[src/rtl/bus_share_arbiter_pkg.sv]
// Shared definitions for the two-requester bus-share arbiter:
// FSM state encodings, owner codes and the hold counter width helper.
package bus_share_arbiter_pkg;

  typedef enum logic [1:0] {
    ST_IDLE  = 2'd0,
    ST_OWN_A = 2'd1,
    ST_OWN_B = 2'd2
  } arb_state_t;

  typedef enum logic {
    OWN_IS_A = 1'b0,
    OWN_IS_B = 1'b1
  } owner_t;

  // Hold counter needs to reach MAX_HOLD-1 without wrapping.
  function automatic int hold_cw(input int max_hold);
    return $clog2(max_hold) + 1;
  endfunction

endpackage

[src/rtl/bus_share_arbiter_hold_timer.sv]
// Saturating up-counter tracking how long the current owner has held the bus.
// expired is high once the count has reached MAX_HOLD-1.
module bus_share_arbiter_hold_timer #(
  parameter int MAX_HOLD = 4,
  parameter int CW       = $clog2(MAX_HOLD) + 1
) (
  input  logic clk,
  input  logic rst_n,
  input  logic clear,
  input  logic enable,
  output logic expired
);

  localparam logic [CW-1:0] LAST = CW'(MAX_HOLD - 1);

  logic [CW-1:0] count_q;

  // Clear wins over counting; the count stops at LAST instead of wrapping.
  always_ff @(posedge clk or negedge rst_n) begin
    if (!rst_n) begin
      count_q <= '0;
    end else if (clear) begin
      count_q <= '0;
    end else if (enable && (count_q != LAST)) begin
      count_q <= count_q + 1'b1;
    end
  end

  assign expired = (count_q == LAST);

endmodule

[src/rtl/bus_share_arbiter.sv]
// Round-robin arbiter sharing one registered WIDTH-bit bus P between
// requesters A and B, with a bounded hold time under contention.
//
//  state    | meaning
//  ---------+-------------------------------------------------
//  ST_IDLE  | nobody owns the bus, waiting for a request
//  ST_OWN_A | A owns the bus, sel steers data_a onto P
//  ST_OWN_B | B owns the bus, sel steers data_b onto P
module bus_share_arbiter
  import bus_share_arbiter_pkg::*;
#(
  parameter int WIDTH    = 4,
  parameter int MAX_HOLD = 4
) (
  input  logic             clk,
  input  logic             rst_n,
  input  logic             req_a,
  input  logic [WIDTH-1:0] data_a,
  input  logic             req_b,
  input  logic [WIDTH-1:0] data_b,
  output logic             gnt_a,
  output logic             gnt_b,
  output logic             sel,
  output logic [WIDTH-1:0] P,
  output logic             p_valid
);

  localparam int CW = hold_cw(MAX_HOLD);

  arb_state_t state_q;
  arb_state_t state_d;
  owner_t     last_owner_q;
  logic       hold_expired;
  logic       timer_clear;
  logic       timer_enable;

  // The counter restarts on every entry into an owning state and sits at zero in IDLE.
  assign timer_clear  = (state_q == ST_IDLE) || (state_d != state_q);
  assign timer_enable = (state_q == ST_OWN_A) || (state_q == ST_OWN_B);

  bus_share_arbiter_hold_timer #(
    .MAX_HOLD (MAX_HOLD),
    .CW       (CW)
  ) u_hold_timer (
    .clk     (clk),
    .rst_n   (rst_n),
    .clear   (timer_clear),
    .enable  (timer_enable),
    .expired (hold_expired)
  );

  // State register; last_owner remembers who left an owning state most recently.
  always_ff @(posedge clk or negedge rst_n) begin
    if (!rst_n) begin
      state_q      <= ST_IDLE;
      last_owner_q <= OWN_IS_B;
    end else begin
      state_q <= state_d;
      if ((state_q == ST_OWN_A) && (state_d != ST_OWN_A)) begin
        last_owner_q <= OWN_IS_A;
      end else if ((state_q == ST_OWN_B) && (state_d != ST_OWN_B)) begin
        last_owner_q <= OWN_IS_B;
      end
    end
  end

  // Next-state logic: release first, then forced rotation once the hold time is used up.
  always_comb begin
    state_d = state_q;
    unique case (state_q)
      ST_IDLE: begin
        if (req_a && req_b) begin
          state_d = (last_owner_q == OWN_IS_A) ? ST_OWN_B : ST_OWN_A;
        end else if (req_a) begin
          state_d = ST_OWN_A;
        end else if (req_b) begin
          state_d = ST_OWN_B;
        end
      end
      ST_OWN_A: begin
        if (!req_a && req_b) begin
          state_d = ST_OWN_B;
        end else if (!req_a) begin
          state_d = ST_IDLE;
        end else if (req_b && hold_expired) begin
          state_d = ST_OWN_B;
        end
      end
      ST_OWN_B: begin
        if (!req_b && req_a) begin
          state_d = ST_OWN_A;
        end else if (!req_b) begin
          state_d = ST_IDLE;
        end else if (req_a && hold_expired) begin
          state_d = ST_OWN_A;
        end
      end
      default: state_d = ST_IDLE;
    endcase
  end

  // Grants and mux select decode straight from the state register, so they can never overlap.
  always_comb begin
    gnt_a = (state_q == ST_OWN_A);
    gnt_b = (state_q == ST_OWN_B);
    sel   = (state_q == ST_OWN_A);
  end

  // Capture the owner's word only while it still requests; otherwise P holds its last value.
  always_ff @(posedge clk or negedge rst_n) begin
    if (!rst_n) begin
      P       <= '0;
      p_valid <= 1'b0;
    end else if ((state_q == ST_OWN_A) && req_a) begin
      P       <= data_a;
      p_valid <= 1'b1;
    end else if ((state_q == ST_OWN_B) && req_b) begin
      P       <= data_b;
      p_valid <= 1'b1;
    end else begin
      p_valid <= 1'b0;
    end
  end

endmodule
[config.mk]
export PLATFORM = sky130hd
export DESIGN_NAME = bus_share_arbiter
export DESIGN_NICKNAME = d
export VERILOG_FILES = /design/src/rtl/bus_share_arbiter_pkg.sv /design/src/rtl/bus_share_arbiter_hold_timer.sv /design/src/rtl/bus_share_arbiter.sv
export SDC_FILE = /design/constraint.sdc
export NUM_CORES = 1
export LEC_CHECK = 0
export CAP_MARGIN = 20
export CORE_MARGIN = 5
export CORE_UTILIZATION = 40
export CTS_BUF_LIST = sky130_fd_sc_hd__clkbuf_8 sky130_fd_sc_hd__clkbuf_16
export CTS_CLUSTER_SIZE = 24
export DETAILED_ROUTE_END_ITERATION = 6
export PLACE_DENSITY = 0.75
export RECOVER_POWER = 100
export SLEW_MARGIN = 20
export SYNTH_ARGS = -nofsm -noshare
export SYNTH_HDL_FRONTEND = slang
export SYNTH_SLANG_ARGS = --single-unit
export TNS_END_PERCENT = 50
[constraint.sdc]
create_clock -name clk -period 2.5 [get_ports clk]
set_clock_uncertainty 0.2 [all_clocks]
set_input_delay 0.75 -clock clk [delete_from_list [all_inputs] [get_ports clk]]
set_output_delay 0.75 -clock clk [all_outputs]
set_load 0.02 [all_outputs]
# --- After elaboration in Yosys (flattened, before gate mapping) ---
# Index checks and enable logic that the tools add are counted.
classes:
  addsub: 1
  mul: 0
  n_div: 0
  magnitude_cmp: 0
  eq_ne: 7
  n_shift: 0
  mux: 19
  n_bitwise: 0
  n_reduce_logical: 18
op_table:
  columns: ["op", "count"]
  rows:
  - ["2-bit 2-to-1 mux", 10]
  - ["1-bit logical AND", 10]
  - ["4-bit 2-to-1 mux", 2]
  - ["3-bit 2-to-1 mux", 2]
  - ["2-bit one-hot mux with 3 select lines", 1]
  - ["2-bit nonzero test", 3]
  - ["1-bit 2-to-1 mux", 4]
  - ["3-bit by 1-bit adder with 3-bit output (second input constant)", 1]
  - ["3-bit by 2-bit == test with 1-bit output (second input constant)", 1]
  - ["3-bit by 2-bit != test with 1-bit output (second input constant)", 1]
  - ["2-bit by 1-bit == test with 1-bit output (second input constant)", 1]
  - ["2-bit == test (second input constant)", 1]
  - ["1-bit zero test", 2]
  - ["2-bit zero test", 1]
  - ["1-bit logical OR", 2]
  - ["2-bit by 1-bit != test with 1-bit output (second input constant)", 1]
  - ["2-bit != test", 1]
  - ["2-bit != test (second input constant)", 1]
totals:
  reg_bits: 11
  latchBits: 0
  ramBits: 0
  romBits: 0
  inputBits: 12
  output_inout_bits: 8
  word_cells: 50
  memories: 0

# --- Longest topological paths before layout ---
# Gate-level depths: netlist (run 1).
depth:
  word_depth: 10
  ltp_mapped: 8
  depth_no_buf: 7

# --- Cells and area by module ---
# From an unflattened synthesis (run 1), not the netlist that was laid out.
hier_totals:
  hier_cells: 78
  hier_area_um2: 752.0
by_module_without_submodules:
  columns: ["mod", "instances", "cells_each", "area_each_um2", "seq_area_each_um2"]
  rows:
  - ["bus_share_arbiter", 1, 63, 574.3, 201.4]
  - ["bus_share_arbiter_hold_timer", 1, 15, 177.7, 75.1]

# --- Worst setup path after synthesis (run 1) ---
# No wires, ideal clock.
synth_path:
  kind: "reg-to-reg"
  start: "register state_q[1]"
  end: "register u_hold_timer.count_q[0]"
  setup_time_ns: 0.101
  arrival_time_ns: 1.949
  required_time_ns: 2.199
  path_slack_ns: 0.250
  stages_incl_launch_ff: 9
  path_buffers: 1
  synth_period_minus_slack_ns: 2.250
  path_cell_list: "dfrtp_1 inv_1 ha_1 buf_4 nand3b_1 a311oi_2 o21bai_1 a22o_1 nor4_1"
synth_via:
  elab_cells_between_ends: 19
  classes_between: "eq/ne: 3; mux: 11; reduce/logical: 5"
synth_rtl:
  columns: ["element", "line", "rtl"]
  rows:
  - ["start, declared", "bus_share_arbiter.sv:30", "arb_state_t state_q;"]
  - ["start signal, assigned", "bus_share_arbiter.sv:58", "state_q <= state_d;"]
  - ["2-bit by 1-bit == test with 1-bit output *", null, null]
  - ["named net gnt_a", "bus_share_arbiter.sv:21", "output logic gnt_a,"]
  - ["2-bit one-hot mux with 3 select lines", "bus_share_arbiter.sv:70", "unique case (state_q)"]
  - ["2-bit != test", "bus_share_arbiter.sv:38", "assign timer_clear = (state_q == ST_IDLE) || (state_d != state_q);"]
  - ["1-bit logical OR", "bus_share_arbiter.sv:38", null]
  - ["3-bit 2-to-1 mux / 2-bit nonzero test (equally long branches)", null, null]
  - ["end signal, assigned", "bus_share_arbiter_hold_timer.sv:25", "count_q <= count_q + 1'b1;"]
  - ["end, declared", "bus_share_arbiter_hold_timer.sv:16", "logic [CW-1:0] count_q;"]
# Mark *: on every way through the listed nets, which the timed path passes. The rest lies on a longest branch.
# A chain may end at the register's enable or synchronous reset.

# --- Worst setup path after layout (run 1) ---
layout_path:
  start: "input port req_a"
  end: "register u_hold_timer.count_q[1]"
layout_via:
  elab_chain_len: 8
  elab_cells_between_ends: 17
  classes_between: "eq/ne: 1; mux: 9; reduce/logical: 7"
layout_lines:
  columns: ["element", "line", "rtl"]
  rows:
  - ["start, declared", "bus_share_arbiter.sv:17", "input logic req_a,"]
  - ["1-bit logical AND", "bus_share_arbiter.sv:94", "end else if (req_a && hold_expired) begin"]
  - ["2-bit 2-to-1 mux", "bus_share_arbiter.sv:94", null]
  - ["2-bit 2-to-1 mux", "bus_share_arbiter.sv:92", "end else if (!req_b) begin"]
  - ["2-bit 2-to-1 mux", "bus_share_arbiter.sv:90", "if (!req_b && req_a) begin"]
  - ["2-bit one-hot mux with 3 select lines *", "bus_share_arbiter.sv:70", null]
  - ["2-bit != test *", "bus_share_arbiter.sv:38", null]
  - ["1-bit logical OR *", "bus_share_arbiter.sv:38", null]
  - ["3-bit 2-to-1 mux / 2-bit nonzero test (equally long branches)", null, null]
# Every way passes the cells marked *; elsewhere a longest branch is shown, timed or not.

==> results_tabular.tex, run 1 <==
\begin{tabular}{lr}
\hline
Metric & Value \\
\hline
\multicolumn{2}{l}{\textbf{Final layout}} \\
\quad Layout cell share with drive strength beyond 1 & 15.7\% \\
\quad Final non-filler cell total & 133 \\
\quad Inserted Diodes & 0 \\
\quad Synth-to-Final Area Change & 44.5\% \\
\quad Final non-filler cell area & 1030 um\^{}2 \\
\quad Count of filler cells inserted in the layout & 152 \\
\quad Share of the core filled with cells & 60.4\% \\
\quad Count of nets after finishing & 127 \\
\multicolumn{2}{l}{\textbf{Pwr}} \\
\quad Leakage & 0.483 nW \\
\quad Maximum resistive drop on vdd & 0.711 mV \\
\quad Total power after layout & 1.14 mW \\
\quad Power per cell area & 1110 nW/um\^{}2 \\
\multicolumn{2}{l}{\textbf{Timing}} \\
\quad Peak Freq & 415 MHz \\
\quad Relative slew margins & 67.1\% \\
\quad Minimum clock period & 2410 ps \\
\quad Max-slew violation total from the final report & 0 \\
\quad Worst Tran Pin Value & 491 ps \\
\quad Tcrit/Tclk final & 96.3\% \\
\quad Final hold viol count & 0 \\
\quad Endpoints failing setup & 0 \\
\quad Unrepaired setup endpoints after global routing & no \\
\multicolumn{2}{l}{\textbf{Global route}} \\
\quad Global-route wire length before repair & 2910 um \\
\quad Largest net degree at the start of global routing & 12 \\
\quad Antenna violations before repair & 0 \\
\quad Number of global-route vias before repair & 689 \\
\quad Global route total overflow & 0 \\
\quad Combined global-route utilization of all metal layers & 14.1\% \\
\multicolumn{2}{l}{\textbf{Detailed routing}} \\
\quad Post-DR wirelength/cell & 12.4 um \\
\quad Number of vias per cell & 5.07 \\
\quad Total wire length & 1660 um \\
\quad Vias & 674 \\
\quad Starting DRC count in detailed routing & 22 \\
\quad Final routed DRC violation total & 0 \\
\quad Antenna Nets Post-Route & 0 \\
\quad Pre-antenna DRT Iters & 4 \\
\multicolumn{2}{l}{\textbf{Synth}} \\
\quad Nets in the synthesized netlist & 96 \\
\quad Top area cells in the synthesized netlist & dfrtp\_1 35\%, ha\_1 11\%, mux2i\_1 7.0\% \\
\quad Total of warnings raised by yosys & 0 \\
\quad Leading post-synthesis cells by instance count & 10 x dfrtp\_1, 10 x nor2\_1, 9 x a21oi\_1 \\
\quad Portion of the post-synthesis area used by sequential elements & 38.7\% \\
\quad Proportion of netlist area held by the largest area contributor & 35.0\% \\
\quad Number of storage elements in the synthesis netlist & 11 \\
\quad Post-synthesis cell type with the largest combined area & dfrtp\_1 \\
\quad Syn Inst Count & 78 \\
\quad Most instantiated flip-flop cell in the synthesis netlist & dfrtp\_1 \\
\quad FFs w/ async S/R, synth & 100\% \\
\quad Mean post-synth cell area & 9.16 um\^{}2 \\
\quad Synth Cell Area & 714 um\^{}2 \\
\quad Number of enable flip-flop cells after synthesis & 0 \\
\quad Count of unique library cells instantiated by Yosys & 27 \\
\multicolumn{2}{l}{\textbf{Critical path}} \\
\quad Required time at the worst-slack endpoint & 2430 ps \\
\quad Element type at the critical path start & input pin \\
\quad Arrival time of data at the critical path endpoint & 2340 ps \\
\quad Worst-case reg-to-reg path depth & 7 \\
\quad Reg-to-reg critical path endpoint & u\_hold\_timer.count\_q[1] \\
\quad Register-to-register path setup slack & 280 ps \\
\quad Crit path kind & in2reg \\
\quad Critical path capture point type & register \\
\quad Worst Setup EP & u\_hold\_timer.count\_q[1] \\
\quad Origin of the worst setup path & req\_a \\
\quad Reg2Reg Launch Point & u\_hold\_timer.count\_q[0] \\
\quad Critical Path Fanout Max & 3 \\
\multicolumn{2}{l}{\textbf{Clock network}} \\
\quad Clock transition at path regs & 50 ps \\
\quad Number of H-tree branching levels & 1 \\
\quad Inserted Clock Buffers & 3 \\
\quad Later-pin clock latency in the skew report & 240 ps \\
\quad Clk Tree Root Cell & clkbuf\_8 \\
\quad Post-CTS setup repair buffer count & 0 \\
\quad Total clock sinks & 11 \\
\quad Number of buffers between clock root and the deepest sink & 2 \\
\quad CTS tree & built \\
\multicolumn{2}{l}{\textbf{Floorplan}} \\
\quad Height of the chip & 52.3 um \\
\quad Std-Cell Rows & 15 \\
\quad Starting utilization of the core area & 41.8\% \\
\quad Boundary Pins & 20 \\
\quad Area enclosed by the die boundary & 2730 um\^{}2 \\
\quad Core area & 1710 um\^{}2 \\
\quad Die Wd & 52.3 um \\
\multicolumn{2}{l}{\textbf{Job}} \\
\quad Number of maximum-capacitance constraint violations & 0 \\
\multicolumn{2}{l}{\textbf{Min path}} \\
\quad Tightest Hold Check Type & reg2reg \\
\multicolumn{2}{l}{\textbf{Place}} \\
\quad PortBufs & 19 \\
\quad HPWL after DPL & 1330 um \\
\quad Dpl cells & 129 \\
\quad Cell area after placement & 992 um\^{}2 \\
\quad Routability congestion estimate & 0.861 \\
\multicolumn{2}{l}{\textbf{Outcome}} \\
\quad Status & complete, no violations \\
\hline
\end{tabular}
-- critical path: stages --
cell           delay (ps)
dlygate4sd3_1         580
clkbuf_4              150
a311o_1               270
a31oi_1               180
o2bb2ai_1             130
nor4_1                280
-- where the power goes --
part | internal (mW) | total (mW) | switching (mW)
sequential | 0.253 | 0.297 | 0.0446
combinational | 0.296 | 0.670 | 0.374
clock | 0.109 | 0.173 | 0.0642
total | 0.658 | 1.14 | 0.483
-- stage by stage --
stage	worst slack, ps	hold slack, ps	setup TNS (ps)
2_1_floorplan	250	254	0
6_report	91.8	381	0
3_3_place_gp	-135	361	-250
3_5_place_dp	-175	373	-542
5_1_grt	9.20	419	0
4_1_cts	25.5	386	0
-- how the worst min path moves through the flow --
| stage | start | end | slack, ps | depth (start not counted) |
|---|---|---|---|---|
| 2_1_floorplan | rst_n | P[0] | 250 | 0 |
| 3_3_place_gp | P[3] | P[3] | 360 | 2 |
| 3_5_place_dp | P[3] | P[3] | 370 | 2 |
| 4_1_cts | P[3] | P[3] | 390 | 2 |
| 5_1_grt | P[2] | P[2] | 420 | 2 |
| 6_report | P[1] | P[1] | 380 | 2 |
-- cells in the final DEF, fill, tap and decap left out --
master / netlist / layout
dfrtp_1: 10 / 10
nor2_1: 10 / 10
a21oi_1: 9 / 9
clkdlybuf4s50_1: 0 / 9
nand2_1: 7 / 7
dlygate4sd3_1: 0 / 7
buf_4: 2 / 7
ha_1: 6 / 6
inv_1: 5 / 5
mux2i_1: 5 / 5
nor4_1: 3 / 3
clkbuf_8: 0 / 3
o21ai_0: 2 / 2
nand3b_1: 2 / 2
a31oi_1: 2 / 2
dlygate4sd2_1: 0 / 2
clkbuf_1: 1 / 2
clkbuf_4: 0 / 2
nor2b_1: 1 / 1
o21ba_2: 1 / 1
a311o_1: 1 / 1
and2_1: 1 / 1
o22ai_1: 1 / 1
a311oi_2: 1 / 1
a221oi_2: 0 / 1
o2bb2ai_1: 1 / 1
nand2b_1: 1 / 1
o21bai_1: 1 / 1
a22o_1: 1 / 1
o21a_1: 1 / 1
xor2_1: 1 / 1
clkinv_2: 0 / 1
dfstp_2: 1 / 1
-- registers in the layout, indices dropped and copies added (netlist names) --
name,count
u_hold_timer.count_q,3
state_q,2
P,4
last_owner_q,1
p_valid,1
-- routing by layer --
metal  wire [um]  up-vias  track usage [%]
li1            -      338                -
met1         757      310             16.9
met2         724       24             23.8
met3         156        2             4.27
met4          16        0             5.11
met5           0        -                0
-- cells by family after synthesis --
kind of cell               share of synthesized area [%]
and+or+nand+nor                                     16.3
muxes                                               7.01
AOI/OAI and AO/OA                                   21.0
adders and majority gates                           10.5
buffers and inverters                               5.25
xor gates and xnor gates                            1.23
DFF                                                 38.7
-- area by class of cell --
class                      instances  area (um^2)  area share, %
tap                               25         31.3           3.03
timing repair buffer              29          253           24.5
multi-input combinational         59          407           39.4
sequential                        11          277           26.8
inverter                           5         18.8           1.82
clock inverter                     1         5.00          0.485
clock buffer                       3         41.3           4.00
-- what timing repair did --
item | 4_1_cts | 5_1_grt
endpoints found under the setup margin | 2 | 3
hold buffers | 0 | 0
resized for setup | 2 | 2
pin swaps | 0 | 0
Note: power is estimated with default switching activity, not from simulation.
==> inputs of run 2 (changes only) <==
CORE_MARGIN = 8   (was 5)
MAX_ROUTING_LAYER = met4   (was default)
==> results_tabular.tex, run 2 (synthesis results as in run 1) <==
\begin{tabular}{lr}
\hline
Metric & Value \\
\hline
\multicolumn{2}{l}{\textbf{Critical path}} \\
\quad Register-to-register path setup slack & 180 ps (-100 ps) \\
\quad Required time at the worst-slack endpoint & 1550 ps (-880 ps) \\
\quad Critical Path Fanout Max & 8 (+5) \\
\quad Crit path kind & reg2out \\
\quad Origin of the worst setup path & state\_q[1] \\
\quad Element type at the critical path start & register \\
\quad Critical path capture point type & primary output \\
\quad Reg2Reg Launch Point & state\_q[1] \\
\quad Arrival time of data at the critical path endpoint & 1370 ps (-970 ps) \\
\multicolumn{2}{l}{\textbf{Pwr}} \\
\quad Leakage & 0.492 nW (+1.7\%) \\
\quad Relative contribution of combinational cells to total power & 57.9\% (-0.8 points) \\
\quad Clock power frac & 15.2\% (about the same) \\
\quad Proportion of power drawn by flip-flops and latches & 26.8\% (+0.7 points) \\
\quad Switching Share & 42.0\% (-0.34 points) \\
\quad Internal Dissipation & 647 uW (-1.7\%) \\
\quad Power per cell area & 1090 nW/um\^{}2 (-1.5\%) \\
\quad Maximum resistive drop on vdd & 0.526 mV (-26\%) \\
\quad Psw & 468 uW (-3.0\%) \\
\multicolumn{2}{l}{\textbf{Clock network}} \\
\quad Total clock sinks & 11 (unchanged) \\
\quad Post-CTS setup repair buffer count & 0 (unchanged) \\
\quad Number of buffers added to fix hold violations after cts & 0 (unchanged) \\
\quad Clock transition at path regs & 50 ps (about the same) \\
\quad Number of buffers between clock root and the deepest sink & 2 (unchanged) \\
\quad Later-pin clock latency in the skew report & 230 ps (about the same) \\
\quad CTS tree & built \\
\quad Number of H-tree branching levels & 1 (unchanged) \\
\quad Clk Tree Root Cell & clkbuf\_8 \\
\quad Inserted Clock Buffers & 3 (unchanged) \\
\multicolumn{2}{l}{\textbf{Floorplan}} \\
\quad Boundary Pins & 20 (unchanged) \\
\quad Die Wd & 58.3 um (+11\%) \\
\quad Core area & 1710 um\^{}2 (unchanged) \\
\quad Height of the chip & 58.3 um (+11\%) \\
\quad Area enclosed by the die boundary & 3390 um\^{}2 (+24\%) \\
\quad Starting utilization of the core area & 41.8\% (unchanged) \\
\quad Std-Cell Rows & 15 (unchanged) \\
\multicolumn{2}{l}{\textbf{Outcome}} \\
\quad Status & complete, no violations \\
\multicolumn{2}{l}{\textbf{Detailed routing}} \\
\quad Vias & 666 (-1.2\%) \\
\quad Final routed DRC violation total & 0 (unchanged) \\
\quad Starting DRC count in detailed routing & 19 (-14\%) \\
\quad Antenna Nets Post-Route & 0 (unchanged) \\
\quad Number of vias per cell & 5.05 (-0.44\%) \\
\quad Post-DR wirelength/cell & 13.0 um (+4.2\%) \\
\quad Pre-antenna DRT Iters & 4 (unchanged) \\
\quad Total wire length & 1710 um (+3.4\%) \\
\multicolumn{2}{l}{\textbf{Global route}} \\
\quad Number of global-route vias before repair & 749 (+8.7\%) \\
\quad Global route total overflow & 0 (unchanged) \\
\quad Largest net degree at the start of global routing & 12 (unchanged) \\
\quad Combined global-route utilization of all metal layers & 12.2\% (-1.9 points) \\
\quad Global-route wire length before repair & 3190 um (+9.7\%) \\
\quad Antenna violations before repair & 0 (unchanged) \\
\multicolumn{2}{l}{\textbf{Timing}} \\
\quad Unrepaired setup endpoints after global routing & yes \\
\quad Minimum clock period & 2320 ps (-84.0 ps) \\
\quad Worst Tran Pin Value & 532 ps (+40.6 ps) \\
\quad Peak Freq & 430 MHz (+3.6\%) \\
\quad Tcrit/Tclk final & 93.0\% (-3.4 points) \\
\quad Max-slew violation total from the final report & 0 (unchanged) \\
\quad Endpoints failing setup & 0 (unchanged) \\
\quad Relative slew margins & 64.4\% (-2.7 points) \\
\quad Final hold viol count & 0 (unchanged) \\
\multicolumn{2}{l}{\textbf{Place}} \\
\quad Dpl cells & 128 (-0.78\%) \\
\quad Cell area after placement & 985 um\^{}2 (-0.76\%) \\
\quad HPWL after DPL & 1420 um (+6.9\%) \\
\quad Routability congestion estimate & 0.856 (-0.64\%) \\
\quad PortBufs & 19 (unchanged) \\
\multicolumn{2}{l}{\textbf{Final layout}} \\
\quad Layout cell share with drive strength beyond 1 & 13.1\% (-2.7 points) \\
\quad Commonest non-fill, non-tap cells in the layout & 10 x dfrtp\_1, 10 x nor2\_1, 9 x a21oi\_1, 9 x clkdlybuf4s50\_1, 7 x nand2\_1 \\
\quad Final non-filler cell area & 1020 um\^{}2 (-0.73\%) \\
\quad Register with the most flip-flops & P \\
\quad Inserted Diodes & 0 (unchanged) \\
\quad Largest registers & P x4, u\_hold\_timer.count\_q x3, state\_q x2 \\
\quad Number of flip-flops in the largest register & 4 (unchanged) \\
\quad Synth-to-Final Area Change & 43.4\% \\
\quad Final non-filler cell total & 132 (-0.75\%) \\
\quad Count of nets after finishing & 126 (-0.79\%) \\
\multicolumn{2}{l}{\textbf{Min path}} \\
\quad Tightest Hold Check Type & reg2reg \\
\quad Startpoint of the most critical hold path & P[0] \\
\multicolumn{2}{l}{\textbf{Job}} \\
\quad Number of maximum-capacitance constraint violations & 0 (unchanged) \\
\hline
\end{tabular}
run 2: per-layer routing:
| metal | share of wire (%) | global-route usage (%) | wire length (um) | up-vias |
|---|---|---|---|---|
| met4 | 0.23 | 3.15 | 4 | 0 |
| met3 | 7.0 | 4.64 | 120 | 2 |
| met1 | 48 | 13.6 | 813 | 302 |
| li1 | - | - | - | 338 |
| met2 | 45 | 20.0 | 772 | 24 |
| met5 | 0 | - | 0 | - |
run 2: cell type report:
class / instances / area, um^2
Tap cell: 25 / 31.3
Sequential cell: 11 / 277
Inverter: 5 / 18.8
Clock inverter: 1 / 3.75
Fill cell: 150 / 683
Multi-Input combinational cell: 59 / 400
Timing Repair Buffer: 28 / 253
Clock buffer: 3 / 41.3
run 2: final timing paths:
check	endpoint	cells after the start
min reg2reg	P[0]	2
min	P[0]	2
min in group asynchronous	u_hold_timer.count_q[0]	1
max	gnt_a	3
max reg2reg	last_owner_q	9
max in group asynchronous	last_owner_q	1
run 2: power by group through the flow:
| stage | clock network [mW] | logic [mW] | registers, mW |
|---|---|---|---|
| 2_1_floorplan | 0 | 0.375 | 0.351 |
| 3_5_place_dp | 0 | 0.683 | 0.305 |
| 5_1_grt | 0.183 | 0.731 | 0.309 |
| 3_3_place_gp | 0 | 0.666 | 0.301 |
| 6_report | 0.170 | 0.646 | 0.299 |
| 4_1_cts | 0.175 | 0.671 | 0.302 |
run 2: what timing repair did:
action	CTS	global route
endpoints found under the setup margin	3	3
hold endpoints to repair	0	0
gates resized for setup	3	2
run 2: metrics by stage:
step | power, mW | util (%) | setup TNS [ps] | setup slack (ps) | hold slack, ps
6_report | 1.12 | 60.0 | 0 | 176 | 373
5_1_grt | 1.22 | 60.0 | -2.15 | -2.15 | 412
4_1_cts | 1.15 | 60.1 | 0 | 104 | 389
3_5_place_dp | 0.988 | 57.7 | -568 | -144 | 379
3_3_place_gp | 0.966 | 57.7 | -220 | -106 | 357
2_1_floorplan | 0.725 | - | 0 | 250 | 254
run 2: worst max-delay path: stages, from the launching register on:
cell,delay (ps)
dfrtp_1,480
inv_1,130
ha_1,210
dlygate4sd2_1,320
